### config.mk
export PLATFORM = sky130hd
export DESIGN_NAME = scm_wr_burst_ctrl
export DESIGN_NICKNAME = d
export VERILOG_FILES = /design/src/rtl/scm_wr_burst_ctrl.sv
export SDC_FILE = /design/constraint.sdc
export NUM_CORES = 1
export LEC_CHECK = 0
export BUFFER_PORTS_ARGS = -buffer_cell sky130_fd_sc_hd__clkbuf_2
export CELL_PAD_IN_SITES_DETAIL_PLACEMENT = 1
export CELL_PAD_IN_SITES_GLOBAL_PLACEMENT = 1
export CORE_AREA = 2 2 104 106
export DETAILED_ROUTE_END_ITERATION = 12
export DIE_AREA = 0 0 106 108
export GPL_TIMING_DRIVEN = 0
export HOLD_SLACK_MARGIN = 0.15
export PLACE_DENSITY = 0.85
export SLEW_MARGIN = 10
export SYNTH_ARGS = -nofsm -noshare
export SYNTH_HDL_FRONTEND = slang
export SYNTH_SLANG_ARGS = --single-unit
### constraint.sdc
create_clock -name clk -period 2.2 [get_ports clk]
set_clock_uncertainty 0.1 [all_clocks]
set_input_delay 0.44 -clock clk [delete_from_list [all_inputs] [get_ports clk]]
set_output_delay 0.44 -clock clk [all_outputs]
set_load 0.05 [all_outputs]
### src/rtl/scm_wr_burst_ctrl.sv
// -----------------------------------------------------------------------------
// scm_wr_burst_ctrl
// Write-side sequencer for the latch-based 1W/multi-read SCM. Accepts a burst
// command (first word address + beat count) and a valid/ready stream of beats,
// and issues one registered write per accepted beat with an incrementing
// (wrapping) word address. done_o is raised only once the last word has had
// its latch-open cycle, so it is readable when done_o is seen.
//
// Optional feature macro: SCM_WR_ALIGN_CHECK_EN
//   defined   : commands with odd address or odd length are handshaken but
//               rejected with a one-cycle err_o pulse (no writes, no done_o).
//   undefined : no alignment check, err_o stays 0.
//
// Ports:
//   clk, rst                      clock, synchronous active-high reset
//   cmd_valid_i/cmd_ready_o       burst command handshake
//   cmd_addr_i, cmd_len_i         first word address, beat count (0 = no-op)
//   data_valid_i/data_ready_o     write beat handshake
//   data_i                        write beat payload
//   WriteEnable/WriteAddr/WriteData  registered SCM write port
//   busy_o                        FSM not in IDLE
//   done_o                        one-cycle burst-complete pulse
//   err_o                         one-cycle command-rejected pulse
//
// State | meaning
// IDLE  | waiting for a command; data stream not accepted
// BURST | accepting beats, one SCM write per accepted beat
// SETTLE| last beat's write is on the SCM port; done_o follows
// -----------------------------------------------------------------------------
module scm_wr_burst_ctrl #(
    parameter int WADDR_WIDTH = 5,
    parameter int WDATA_WIDTH = 64,
    parameter int LEN_WIDTH   = WADDR_WIDTH + 1
) (
    input  logic                   clk,
    input  logic                   rst,
    input  logic                   cmd_valid_i,
    output logic                   cmd_ready_o,
    input  logic [WADDR_WIDTH-1:0] cmd_addr_i,
    input  logic [LEN_WIDTH-1:0]   cmd_len_i,
    input  logic                   data_valid_i,
    output logic                   data_ready_o,
    input  logic [WDATA_WIDTH-1:0] data_i,
    output logic                   WriteEnable,
    output logic [WADDR_WIDTH-1:0] WriteAddr,
    output logic [WDATA_WIDTH-1:0] WriteData,
    output logic                   busy_o,
    output logic                   done_o,
    output logic                   err_o
);

    typedef enum logic [1:0] {
        IDLE   = 2'd0,
        BURST  = 2'd1,
        SETTLE = 2'd2
    } state_t;

    state_t                 r_state;
    logic [WADDR_WIDTH-1:0] r_addr;
    logic [LEN_WIDTH-1:0]   r_rem;
    logic                   r_we;
    logic [WADDR_WIDTH-1:0] r_waddr;
    logic [WDATA_WIDTH-1:0] r_wdata;
    logic                   r_done;
    logic                   r_err;

    logic                   w_cmd_hs;
    logic                   w_data_hs;
    logic                   w_cmd_bad;

    assign cmd_ready_o  = (r_state == IDLE);
    assign data_ready_o = (r_state == BURST);
    assign busy_o       = (r_state != IDLE);

    assign w_cmd_hs  = cmd_valid_i & cmd_ready_o;
    assign w_data_hs = data_valid_i & data_ready_o;

`ifdef SCM_WR_ALIGN_CHECK_EN
    // 128-bit read port: a burst must cover whole even/odd word pairs.
    assign w_cmd_bad = cmd_addr_i[0] | cmd_len_i[0];
`else
    assign w_cmd_bad = 1'b0;
`endif

    always_ff @(posedge clk) begin
        if (rst) begin
            r_state <= IDLE;
            r_addr  <= '0;
            r_rem   <= '0;
            r_we    <= 1'b0;
            r_waddr <= '0;
            r_wdata <= '0;
            r_done  <= 1'b0;
            r_err   <= 1'b0;
        end else begin
            // Pulses and write enable default low; address/data hold.
            r_we   <= 1'b0;
            r_done <= 1'b0;
            r_err  <= 1'b0;
            case (r_state)
                IDLE: begin
                    if (w_cmd_hs) begin
                        if (w_cmd_bad) begin
                            r_err <= 1'b1;
                        end else if (cmd_len_i == '0) begin
                            r_done <= 1'b1;
                        end else begin
                            r_addr  <= cmd_addr_i;
                            r_rem   <= cmd_len_i;
                            r_state <= BURST;
                        end
                    end
                end
                BURST: begin
                    if (w_data_hs) begin
                        r_we    <= 1'b1;
                        r_waddr <= r_addr;
                        r_wdata <= data_i;
                        r_addr  <= r_addr + WADDR_WIDTH'(1);
                        r_rem   <= r_rem - LEN_WIDTH'(1);
                        if (r_rem == LEN_WIDTH'(1)) begin
                            r_state <= SETTLE;
                        end
                    end
                end
                SETTLE: begin
                    // SCM captures the last word at the end of this cycle and
                    // its latch is transparent next cycle, alongside done_o.
                    r_done  <= 1'b1;
                    r_state <= IDLE;
                end
                default: begin
                    r_state <= IDLE;
                end
            endcase
        end
    end

    assign WriteEnable = r_we;
    assign WriteAddr   = r_waddr;
    assign WriteData   = r_wdata;
    assign done_o      = r_done;
    assign err_o       = r_err;

endmodule

==> impl_results.md, run 1 <==
* Status: complete, no violations
* Initial drt markers at 88
* Setup CP Type: flip-flop to output port
* Main area contributors after synthesis: dfxtp_1, nand2_1, a21oi_1
* Register area share after synthesis at 0.5211
* Total wire length at slightly above 10 mm
* Share of cells above drive strength 1 at 0.3139
* Clock transition at path regs at 100 ps
* Post-CTS Setup Bufs at 0
* # DRC at 0
* Synth area leader: dfxtp_1
* Global Route met3 Usage at 0.05304
* Antenna Violating Nets Remaining at 0
* Synthesis warning total at 0
* Startpoint types: flip-flop
* Fillers at between 1000 and 1500
* Area share of the largest cell type after synthesis at 0.5211
* Static Leak at 0.001876 µW
* Power Total at 3368 µW
* Remaining global-route overflow at 0
* Slew Limit Fails at 0
* Worst Path Required at about 1700 ps
* Port bufs at 152
* Worst skew pair latency at 350 ps
* Post-synth EDFFs at 0
* Final setup violation count at 0
* Nets@finish at 644
* Ant diodes at 0
* Asr flop ratio synth at 0
* Total track usage at 0.1777
* Vias in the first global route at 3492
* Total number of vias at 3397
* Clock net sink count at 84
* Flop-to-flop setup slack at 210 ps
* Pwr dens at 773.4 nW/µm²
* Syn avg cell area at ~8.1 µm²
* Worst-margin pin slew at 630.5 ps
* Routed WL per cell at 14.41 µm
* Die width at 106 µm
* Synth cell types at 45
* DIE AREA at 11450 µm²
* Starting Density at 0.3154
* Core Area at 10230 µm²
* Die height at between 100 and 150 µm
* First-pass GRT wire length at 16.22 mm
* Maximum vdd drop at approximately 320 µV
* Area Overhead vs Synth at 34.97%
* Reg2reg path depth at 6
* CTS resizes at 0
* WHS Path Cells at 3
* TritonCTS Buffers at 9
* Top Usage Layer GRT: met2
* Syn_nets at 481
* Worst slew margin at 0.5797
* Post-detail-place hpwl at 7.697 mm
* CTS tree: done
* Num rows at 37
* Met1 usage at 0.2019
* Root Buffer: clkbuf_8
* CTS HTree Levels at 3
* CP endpoint kind: output port
* CP arrival at 1490 ps
* Slowest-stage cell, CP: dfxtp_1
* Hold path endpoint: WriteData[35]$_SDFFE_PP0P_
* GR Layer Usage met2 at 0.3106
* Synth Instances at approximately 400
* Hold Buf Count CTS at 0
* # IOs at 154
* DR pass1 iterations at 4
* Count of final hold-check violations at 0
* Achievable Freq at 491.8 MHz
* Initial antenna violation count at 0
* Longest Clk Path Bufs at 2
* Final period demand of the worst path at about 2000 ps
* Multi-input gate area at 1393 µm²
* Crit path largest cell delay at 450 ps
* Setup TNS at 0 ps
* Area of all sequential standard cells at 1682 µm²
* Largest net degree at the start of global routing at 15
* Hold Crit Class: primary input to flip-flop
* MaxCap Viol Count at 0
* Main flop type after synthesis: dfxtp_1
* Ratio of final minimum period to clock period at 0.9243
* Cells along the critical path: nand2b_1 > inv_2 > clkbuf_2
* Worst reg2reg startpoint: r_state[0]$_SDFFE_PP0P_
* Post-synthesis cell area at 3227 µm²
* Min-Delay Startpoint: data_i[35]
* FF+latch count, synth at 84
* FF-to-FF End: r_addr[2]$_SDFFE_PP0P_
* Crit path max fanout at 8
* RSZ-0062 raised after global routing: false
* RePlAce Congestion at ~0.9
* Vias per cell at 4.832
[layer usage]
| metal | share of wire | vias up |
|---|---|---|
| li1 | - | 1671 |
| met1 | 0.42 | 1572 |
| met2 | 0.48 | 132 |
| met3 | 0.080 | 22 |
| met4 | 0.022 | 0 |
| met5 | 0 | - |
[critical path, delay by kind of cell (launching register included)]
family / cells / cell delay, ps
AND/OR/NAND/NOR: 1 / 190
buffers and inverters: 2 / 500
flip-flops: 1 / 450
[synthesized netlist by cell type (2+ instances only)]
| library cell | n |
|---|---|
| nor3_1 | 4 |
| nand4_1 | 4 |
| and3_1 | 2 |
| nor3b_1 | 2 |
| nor4_1 | 2 |
| nand3_1 | 3 |
| buf_1 | 5 |
| nand2_1 | 146 |
| a21oi_1 | 77 |
| ha_1 | 3 |
| o31ai_1 | 5 |
| dfxtp_1 | 84 |
| inv_1 | 4 |
| nor2_1 | 7 |
| o2111ai_1 | 3 |
| clkbuf_1 | 19 |
[how the worst max path moves through the flow]
stage	start	endpoint	slack, ps	depth (start not counted)
global placement	cmd_len_i[4]	r_rem[1]$_SDFFE_PP0P_	120	5
floorplan	r_state[0]$_SDFFE_PP0P_	busy_o	6	2
finish	r_state[0]$_SDFFE_PP0P_	data_ready_o	170	3
global route	r_state[0]$_SDFFE_PP0P_	data_ready_o	80	3
detailed placement	cmd_len_i[4]	r_rem[1]$_SDFFE_PP0P_	80	5
CTS	r_state[0]$_SDFFE_PP0P_	data_ready_o	150	3
[where the power goes]
part	leakage, µW	internal, µW	switching, µW	total (µW)
Clock	0.0000948	507	578	1090
Sequential	0.000685	1590	54.3	1650
Combinational	0.00110	187	447	634
Total	0.00188	2290	1080	3370
[cell families (layout without fill, tap and decap cells)]
family	Yosys count	in the layout	share of synthesized area
and+or+nand+nor	178	178	0.2315
AOI/OAI and AO/OA	99	99	0.1842
DFF	84	84	0.5211
buffers and inverters	33	201	0.04730
adders and majority gates	3	3	0.01163
other	1	1	0.001162
muxes	1	1	0.003102
[final cells by class]
cell class	instances	area share
plain buffers	28	0.03074
clock inverters	4	0.007469
flip-flops and latches	84	0.3861
well taps	136	0.03907
inverters	5	0.004309
clock buffers	12	0.03792
multi-input cells	282	0.3197
repair buffers	152	0.1747
[flip-flops by register name (all words and copies together) (netlist names)]
| register | cells |
|---|---|
| r_state | 2 |
| WriteData | 64 |
| WriteAddr | 5 |
| WriteEnable | 1 |
| r_addr | 5 |
| r_rem | 6 |
| done_o | 1 |
[through the flow]
step	cell area (µm²)	hold slack, ps	utilization	cells	setup WS [ps]
2_1_floorplan	3227	346.3	-	399	5.943
3_3_place_gp	4158	341.1	0.4064	687	121.5
3_5_place_dp	4158	347.9	0.4064	687	82.35
4_1_cts	4355	178.0	0.4257	703	147.7
5_1_grt	4355	185.6	0.4257	703	77.10
6_report	4355	195.0	0.4257	703	166.6
[cells in the final DEF (no fill, tap or decap), types with 2 or more instances in the layout]
cell / Yosys / final
dfxtp_1: 84 / 84
nand4_1: 4 / 4
clkbuf_8: 0 / 12
clkinv_4: 0 / 2
nand2_1: 146 / 146
clkbuf_1: 19 / 19
nor3_1: 4 / 4
ha_1: 3 / 3
o31ai_1: 5 / 5
o2111ai_1: 3 / 3
nor2_1: 7 / 7
inv_1: 4 / 4
clkinvlp_4: 0 / 2
nor4_1: 2 / 2
and3_1: 2 / 2
buf_1: 5 / 5
nand3_1: 3 / 3
clkbuf_2: 0 / 152
a21oi_1: 77 / 77
nor3b_1: 2 / 2
(Power assumes the default switching activity.)
==> run 2, diff against run 1 <==
--- a/config.mk
+++ b/config.mk
@@ -14,6 +14,7 @@
 export GPL_TIMING_DRIVEN = 0
 export HOLD_SLACK_MARGIN = 0.15
 export PLACE_DENSITY = 0.85
+export REMOVE_ABC_BUFFERS = 1
 export SLEW_MARGIN = 10
 export SYNTH_ARGS = -nofsm -noshare
 export SYNTH_HDL_FRONTEND = slang
==> impl_results.md, run 2 (synthesis results as in run 1) <==
* Slew Limit Fails at 0 (unchanged)
* Share of cells above drive strength 1 at 0.3321 (was 0.3139)
* Vias per cell at 4.781 (was 4.832)
* Antenna Violating Nets Remaining at 0 (unchanged)
* Total track usage at 0.1682 (was 0.1777)
* Status: complete, no violations (unchanged)
* Worst skew pair latency at 340 ps (was 350 ps)
* RSZ-0062 raised after global routing: false (unchanged)
* Hold path endpoint: WriteData[1]$_SDFFE_PP0P_ (was WriteData[35]$_SDFFE_PP0P_)
* Crit path max fanout at 14 (was 8)
* Routed length on met2 at 4.898 mm (was 4.833 mm)
* TritonCTS Buffers at 9 (unchanged)
* Flop-to-flop setup slack at 210 ps (about the same)
* CP endpoint kind: output port (unchanged)
* Setup TNS at 0 ps (unchanged)
* Root Buffer: clkbuf_8 (unchanged)
* Die height at 108 µm (unchanged)
* Max reg flops at 64 (unchanged)
* Hold Crit Class: primary input to flip-flop (unchanged)
* DIE AREA at 11450 µm² (unchanged)
* Worst slew margin at 0.5810 (was 0.5797)
* Final setup violation count at 0 (unchanged)
* Achievable Freq at 491.0 MHz (was 491.8 MHz)
* Min-Delay Startpoint: data_i[1] (was data_i[35])
* Clock transition at path regs at 90 ps (was 100 ps)
* Largest net degree at the start of global routing at 58 (was 15)
* RePlAce Congestion at 0.7628 (was 0.9220)
* Total wire length at 9.624 mm (was 10.13 mm)
* Core Area at 10230 µm² (unchanged)
* Ratio of final minimum period to clock period at 0.9258 (was 0.9243)
* Vias in the first global route at 3249 (was 3492)
* Clock net sink count at 84 (unchanged)
* FF-to-FF End: r_rem[5]$_SDFFE_PP0P_ (was r_addr[2]$_SDFFE_PP0P_)
* Most frequent cells in the layout: clkbuf_2, nand2_1, dfxtp_1, a21oi_1, clkbuf_8 (was clkbuf_2, nand2_1, dfxtp_1, a21oi_1, clkbuf_1)
* Post-route cell area at 4355 µm² (unchanged)
* First-pass GRT wire length at 15.45 mm (was 16.22 mm)
* Total number of vias at 3256 (was 3397)
* Placed cell areas at 4128 µm² (was 4158 µm²)
* Ant diodes at 0 (unchanged)
* Setup CP Type: flip-flop to output port (unchanged)
* Worst Path Required at 1660 ps (about the same)
* Met3 WL at 482 µm (was 813 µm)
* Top Layer Used: met4 (unchanged)
* WHS Path Cells at 3 (unchanged)
* Reg2reg path depth at 5 (was 6)
* Metal1 wirelength at 4.153 mm (was 4.254 mm)
* Final period demand of the worst path at 2037 ps (was 2033 ps)
* Longest Clk Path Bufs at 2 (unchanged)
* Num rows at 37 (unchanged)
* Count of final hold-check violations at 0 (unchanged)
* Remaining global-route overflow at 0 (unchanged)
* CTS HTree Levels at 3 (unchanged)
* Port bufs at 152 (unchanged)
* Die width at 106 µm (unchanged)
* # DRC at 0 (unchanged)
* Post-detail-place hpwl at 7.167 mm (was 7.697 mm)
* DR pass1 iterations at 4 (unchanged)
* Worst-margin pin slew at 627.0 ps (was 630.5 ps)
* Startpoint types: flip-flop (unchanged)
* Most common cell after layout, fill and taps aside: clkbuf_2 (unchanged)
* CTS tree: done (unchanged)
* Static Leak at 0.001884 µW (was 0.001876 µW)
* Nets@finish at 623 (was 644)
* # IOs at 154 (unchanged)
* Initial antenna violation count at 0 (unchanged)
* Hold Buf Count CTS at 0 (unchanged)
* Worst reg2reg startpoint: r_state[0]$_SDFFE_PP0P_ (unchanged)
* Initial drt markers at 128 (was 88)
* MaxCap Viol Count at 0 (unchanged)
* Maximum vdd drop at 252.6 µV (was 318.5 µV)
* Area Overhead vs Synth at 34.97% (unchanged)
* CP arrival at 1500 ps (was 1490 ps)
* Routed WL per cell at 14.13 µm (was 14.41 µm)
* Starting Density at 0.3154 (unchanged)
* Pwr dens at 792.3 nW/µm² (was 773.4 nW/µm²)
run 2: cell count changes in the layout (fill, tap and decap cells not counted), moves of 2 or more:
cell / before / now
buf_8: 0 / 2
clkbuf_8: 12 / 9
clkinv_4: 2 / 0
clkbuf_1: 19 / 1
clkbuf_2: 152 / 150
clkinv_2: 0 / 2
buf_1: 5 / 0
bufinv_16: 0 / 2
run 2: worst max-delay path, cell delays in order, from the launching register on:
cell,delay [ps]
dfxtp_1,490
nand2b_4,180
inv_2,190
buf_2,290
run 2: through the flow:
step                      hold WS [ps]  utilization  setup slack [ps]  std cells  total power [µW]
after floorplan                  340.2            -            -810.2        371              2070
after global placement           342.0       0.3933             -2109        659              2278
after detailed placement         350.0       0.4034            -84.76        664              2320
after CTS                        179.0       0.4238            -3.668        679              3497
after global routing             190.4       0.4257             73.45        681              3632
final                            203.9       0.4257             163.2        681              3451
run 2: what timing repair did:
action	in CTS	in global routing
resized for setup	1	2
hold endpoints to repair	0	0
endpoints found under the setup margin	1	22
setup buffers	0	2
pin swaps	1	1
run 2: worst max path at each step:
stage / startpoint / endpoint / depth (start not counted) / slack [ps]
3_3_place_gp: data_valid_i / r_rem[3]$_SDFFE_PP0P_ / 5 / -2110
6_report: r_state[0]$_SDFFE_PP0P_ / data_ready_o / 3 / 160
5_1_grt: r_state[0]$_SDFFE_PP0P_ / r_rem[5]$_SDFFE_PP0P_ / 5 / 70
2_1_floorplan: data_valid_i / r_rem[3]$_SDFFE_PP0P_ / 4 / -810
4_1_cts: r_state[0]$_SDFFE_PP0P_ / r_rem[3]$_SDFFE_PP0P_ / 4 / -4
3_5_place_dp: data_valid_i / r_rem[3]$_SDFFE_PP0P_ / 5 / -80
run 2: cell type report:
| class | count | area, µm² |
|---|---|---|
| clock buffer | 10 | 127.6 |
| clock inverter | 5 | 77.57 |
| fill | 1295 | 5876 |
| inverter | 5 | 18.77 |
| multi-input combinational | 282 | 1404 |
| sequential | 84 | 1682 |
| tap | 136 | 170.2 |
| timing repair buffer | 159 | 875.8 |
run 2: power breakdown:
group	switching (µW)	internal (µW)	leakage, µW
combinational	443	193	0.00110
clock	535	630	0.000102
sequential	53.7	1590	0.000685
run 2: metal layers:
layer,global-route usage,vias to the layer above
li1,-,1623
met1,0.2013,1533
met2,0.2991,93
met3,0.03436,7
met4,0.06203,0
met5,0,-
==> run 3, diff against run 2 <==
--- a/config.mk
+++ b/config.mk
@@ -13,9 +13,9 @@
 export DIE_AREA = 0 0 106 108
 export GPL_TIMING_DRIVEN = 0
 export HOLD_SLACK_MARGIN = 0.15
-export PLACE_DENSITY = 0.85
+export PLACE_DENSITY_LB_ADDON = 0.1
 export REMOVE_ABC_BUFFERS = 1
-export SLEW_MARGIN = 10
+export SLEW_MARGIN = 20
 export SYNTH_ARGS = -nofsm -noshare
 export SYNTH_HDL_FRONTEND = slang
 export SYNTH_SLANG_ARGS = --single-unit
==> impl_results.md, run 3 (synthesis results as in run 1) <==
* CTS tree: done (unchanged)
* Hold Crit Class: primary input to flip-flop (unchanged)
* CP endpoint kind: output port (unchanged)
* Vias per cell at 4.738 (was 4.781)
* Largest net degree at the start of global routing at 50 (was 58)
* Crit path max fanout at 14 (unchanged)
* Setup TNS at 0 ps (unchanged)
* Most frequent cells in the layout: clkbuf_2, nand2_1, dfxtp_1, a21oi_1, clkbuf_8 (unchanged)
* Share of cells above drive strength 1 at 0.3290 (was 0.3321)
* Cells along the critical path: nand2b_2 > inv_2 > buf_2 (was nand2b_4 > inv_2 > buf_2)
* Maximum vdd drop at 312.4 µV (was 252.6 µV)
* Hold Buf Count CTS at 0 (unchanged)
* Startpoint types: flip-flop (unchanged)
* First-pass GRT wire length at 15.00 mm (was 15.45 mm)
* Worst setup margin at 113.1 ps (was 163.2 ps)
* Port bufs at 152 (unchanged)
* CTS HTree Levels at 3 (unchanged)
* Inst Count DP at 666 (was 664)
* Setup CP Type: flip-flop to output port (unchanged)
* Ratio of final minimum period to clock period at 0.9486 (was 0.9258)
* Clock power share at 0.298 (was 0.338)
* Clock transition at path regs at 90 ps (about the same)
* Pwr dens at 753.9 nW/µm² (was 792.3 nW/µm²)
* Slew Limit Fails at 0 (unchanged)
* # DRC at 0 (unchanged)
* Final period demand of the worst path at 2087 ps (was 2037 ps)
* Starting Density at 0.3154 (unchanged)
* Longest Clk Path Bufs at 2 (unchanged)
* Layout Cells excl Fill at 680 (was 681)
* Num rows at 37 (unchanged)
* Count of final hold-check violations at 0 (unchanged)
* Slowest-stage cell, CP: dfxtp_1 (unchanged)
* RSZ-0062 raised after global routing: true (was false)
* Setup WS pre-CTS at -68.87 ps (was -84.76 ps)
* Final setup violation count at 0 (unchanged)
* P_int at 2214 µW (was 2418 µW)
* Hold WS at 195.0 ps (was 203.9 ps)
* RePlAce Congestion at 0.7393 (was 0.7628)
* Post-detail-place hpwl at 6.781 mm (was 7.167 mm)
* Core Area at 10230 µm² (unchanged)
* Total number of vias at 3222 (was 3256)
* Reg power frac at 0.508 (was 0.478)
* Most common cell after layout, fill and taps aside: clkbuf_2 (unchanged)
* Die width at 106 µm (unchanged)
* Crit path largest cell delay at 450 ps (was 490 ps)
* MaxCap Viol Count at 0 (unchanged)
* Achievable Freq at 479.2 MHz (was 491.0 MHz)
* Ant diodes at 0 (unchanged)
* DIE AREA at 11450 µm² (unchanged)
* Post-CTS Setup Bufs at 0 (unchanged)
* Worst Path Required at 1660 ps (about the same)
* Initial antenna violation count at 0 (unchanged)
* Vias in the first global route at 3041 (was 3249)
* TritonCTS Buffers at 9 (unchanged)
* Worst-margin pin slew at 644.8 ps (was 627.0 ps)
* DR pass1 iterations at 4 (unchanged)
* Worst skew pair latency at 350 ps (was 340 ps)
* Status: complete, no violations (unchanged)
* Root Buffer: clkbuf_8 (unchanged)
* Area Overhead vs Synth at 33.19% (was 34.97%)
* Routed WL per cell at 13.92 µm (was 14.13 µm)
* CP arrival at 1550 ps (was 1500 ps)
* # IOs at 154 (unchanged)
* Nets@finish at 623 (unchanged)
* Antenna Violating Nets Remaining at 0 (unchanged)
* Max reg flops at 64 (unchanged)
* Worst slew margin at 0.5691 (was 0.5810)
* Initial drt markers at 91 (was 128)
* Total wire length at 9.465 mm (was 9.624 mm)
* Clock net sink count at 84 (unchanged)
* Total track usage at 0.1650 (was 0.1682)
* Combinational share of power at 0.194 (was 0.184)
* Fillers at 1288 (was 1295)
* Static Leak at 0.001856 µW (was 0.001884 µW)
* Sw frac at 0.3167 (was 0.2992)
* Remaining global-route overflow at 0 (unchanged)
* NetSw at 1026 µW (was 1032 µW)
* Die height at 108 µm (unchanged)
-- run 3: area by class of cell --
class / instances / area (µm²) / share of cell area
Inverter: 5 / 18.77 / 0.004367
Clock buffer: 12 / 145.1 / 0.03377
Sequential cell: 84 / 1682 / 0.3913
Timing Repair Buffer: 159 / 870.8 / 0.2026
Multi-Input combinational cell: 282 / 1399 / 0.3255
Tap cell: 136 / 170.2 / 0.03959
Clock inverter: 2 / 12.51 / 0.002911
-- run 3: path summary, 6_finish.rpt --
check                              from                          to  slack (ps)  cells after the start
max             r_state[0]$_SDFFE_PP0P_                data_ready_o         110                      3
min                          data_i[49]  WriteData[49]$_SDFFE_PP0P_         190                      3
max reg2reg     r_state[0]$_SDFFE_PP0P_       r_rem[5]$_SDFFE_PP0P_         210                      5
min reg2reg  WriteData[59]$_SDFFE_PP0P_  WriteData[59]$_SDFFE_PP0P_         360                      2
-- run 3: stage by stage --
stage          power, µW    util  cell area [µm²]
3_5_place_dp        2318  0.4044             4138
6_report            3240  0.4201             4298
3_3_place_gp        2289  0.3933             4024
4_1_cts             3301  0.4201             4298
5_1_grt             3413  0.4201             4298
2_1_floorplan       2070       -             3093
-- run 3: power groups by stage --
stage                     clock, µW  sequential, µW  combinational, µW
after floorplan                   0            1860                210
after global placement            0            1680                611
after detailed placement          0            1680                637
after CTS                      1020            1650                638
after global routing           1070            1660                682
final                           966            1650                629
-- run 3: critical path, delay by kind of cell, from the launching register on --
| kind | cells | cell delay, ps |
|---|---|---|
| buffers and inverters | 2 | 500 |
| flip-flops | 1 | 450 |
| AND/OR/NAND/NOR | 1 | 240 |
-- run 3: per-layer routing --
metal,wire length [µm],vias to the layer above,part of all wire,GRT usage
li1,-,1634,-,-
met1,4406,1477,0.47,0.2152
met2,4341,95,0.46,0.2618
met3,464,16,0.049,0.03014
met4,253,0,0.027,0.08647
met5,0,-,0,0
-- run 3: timing repair --
item | CTS | global route
pin swaps | 0 | 0
endpoints found under the setup margin | 1 | 1
gates resized for setup | 1 | 1
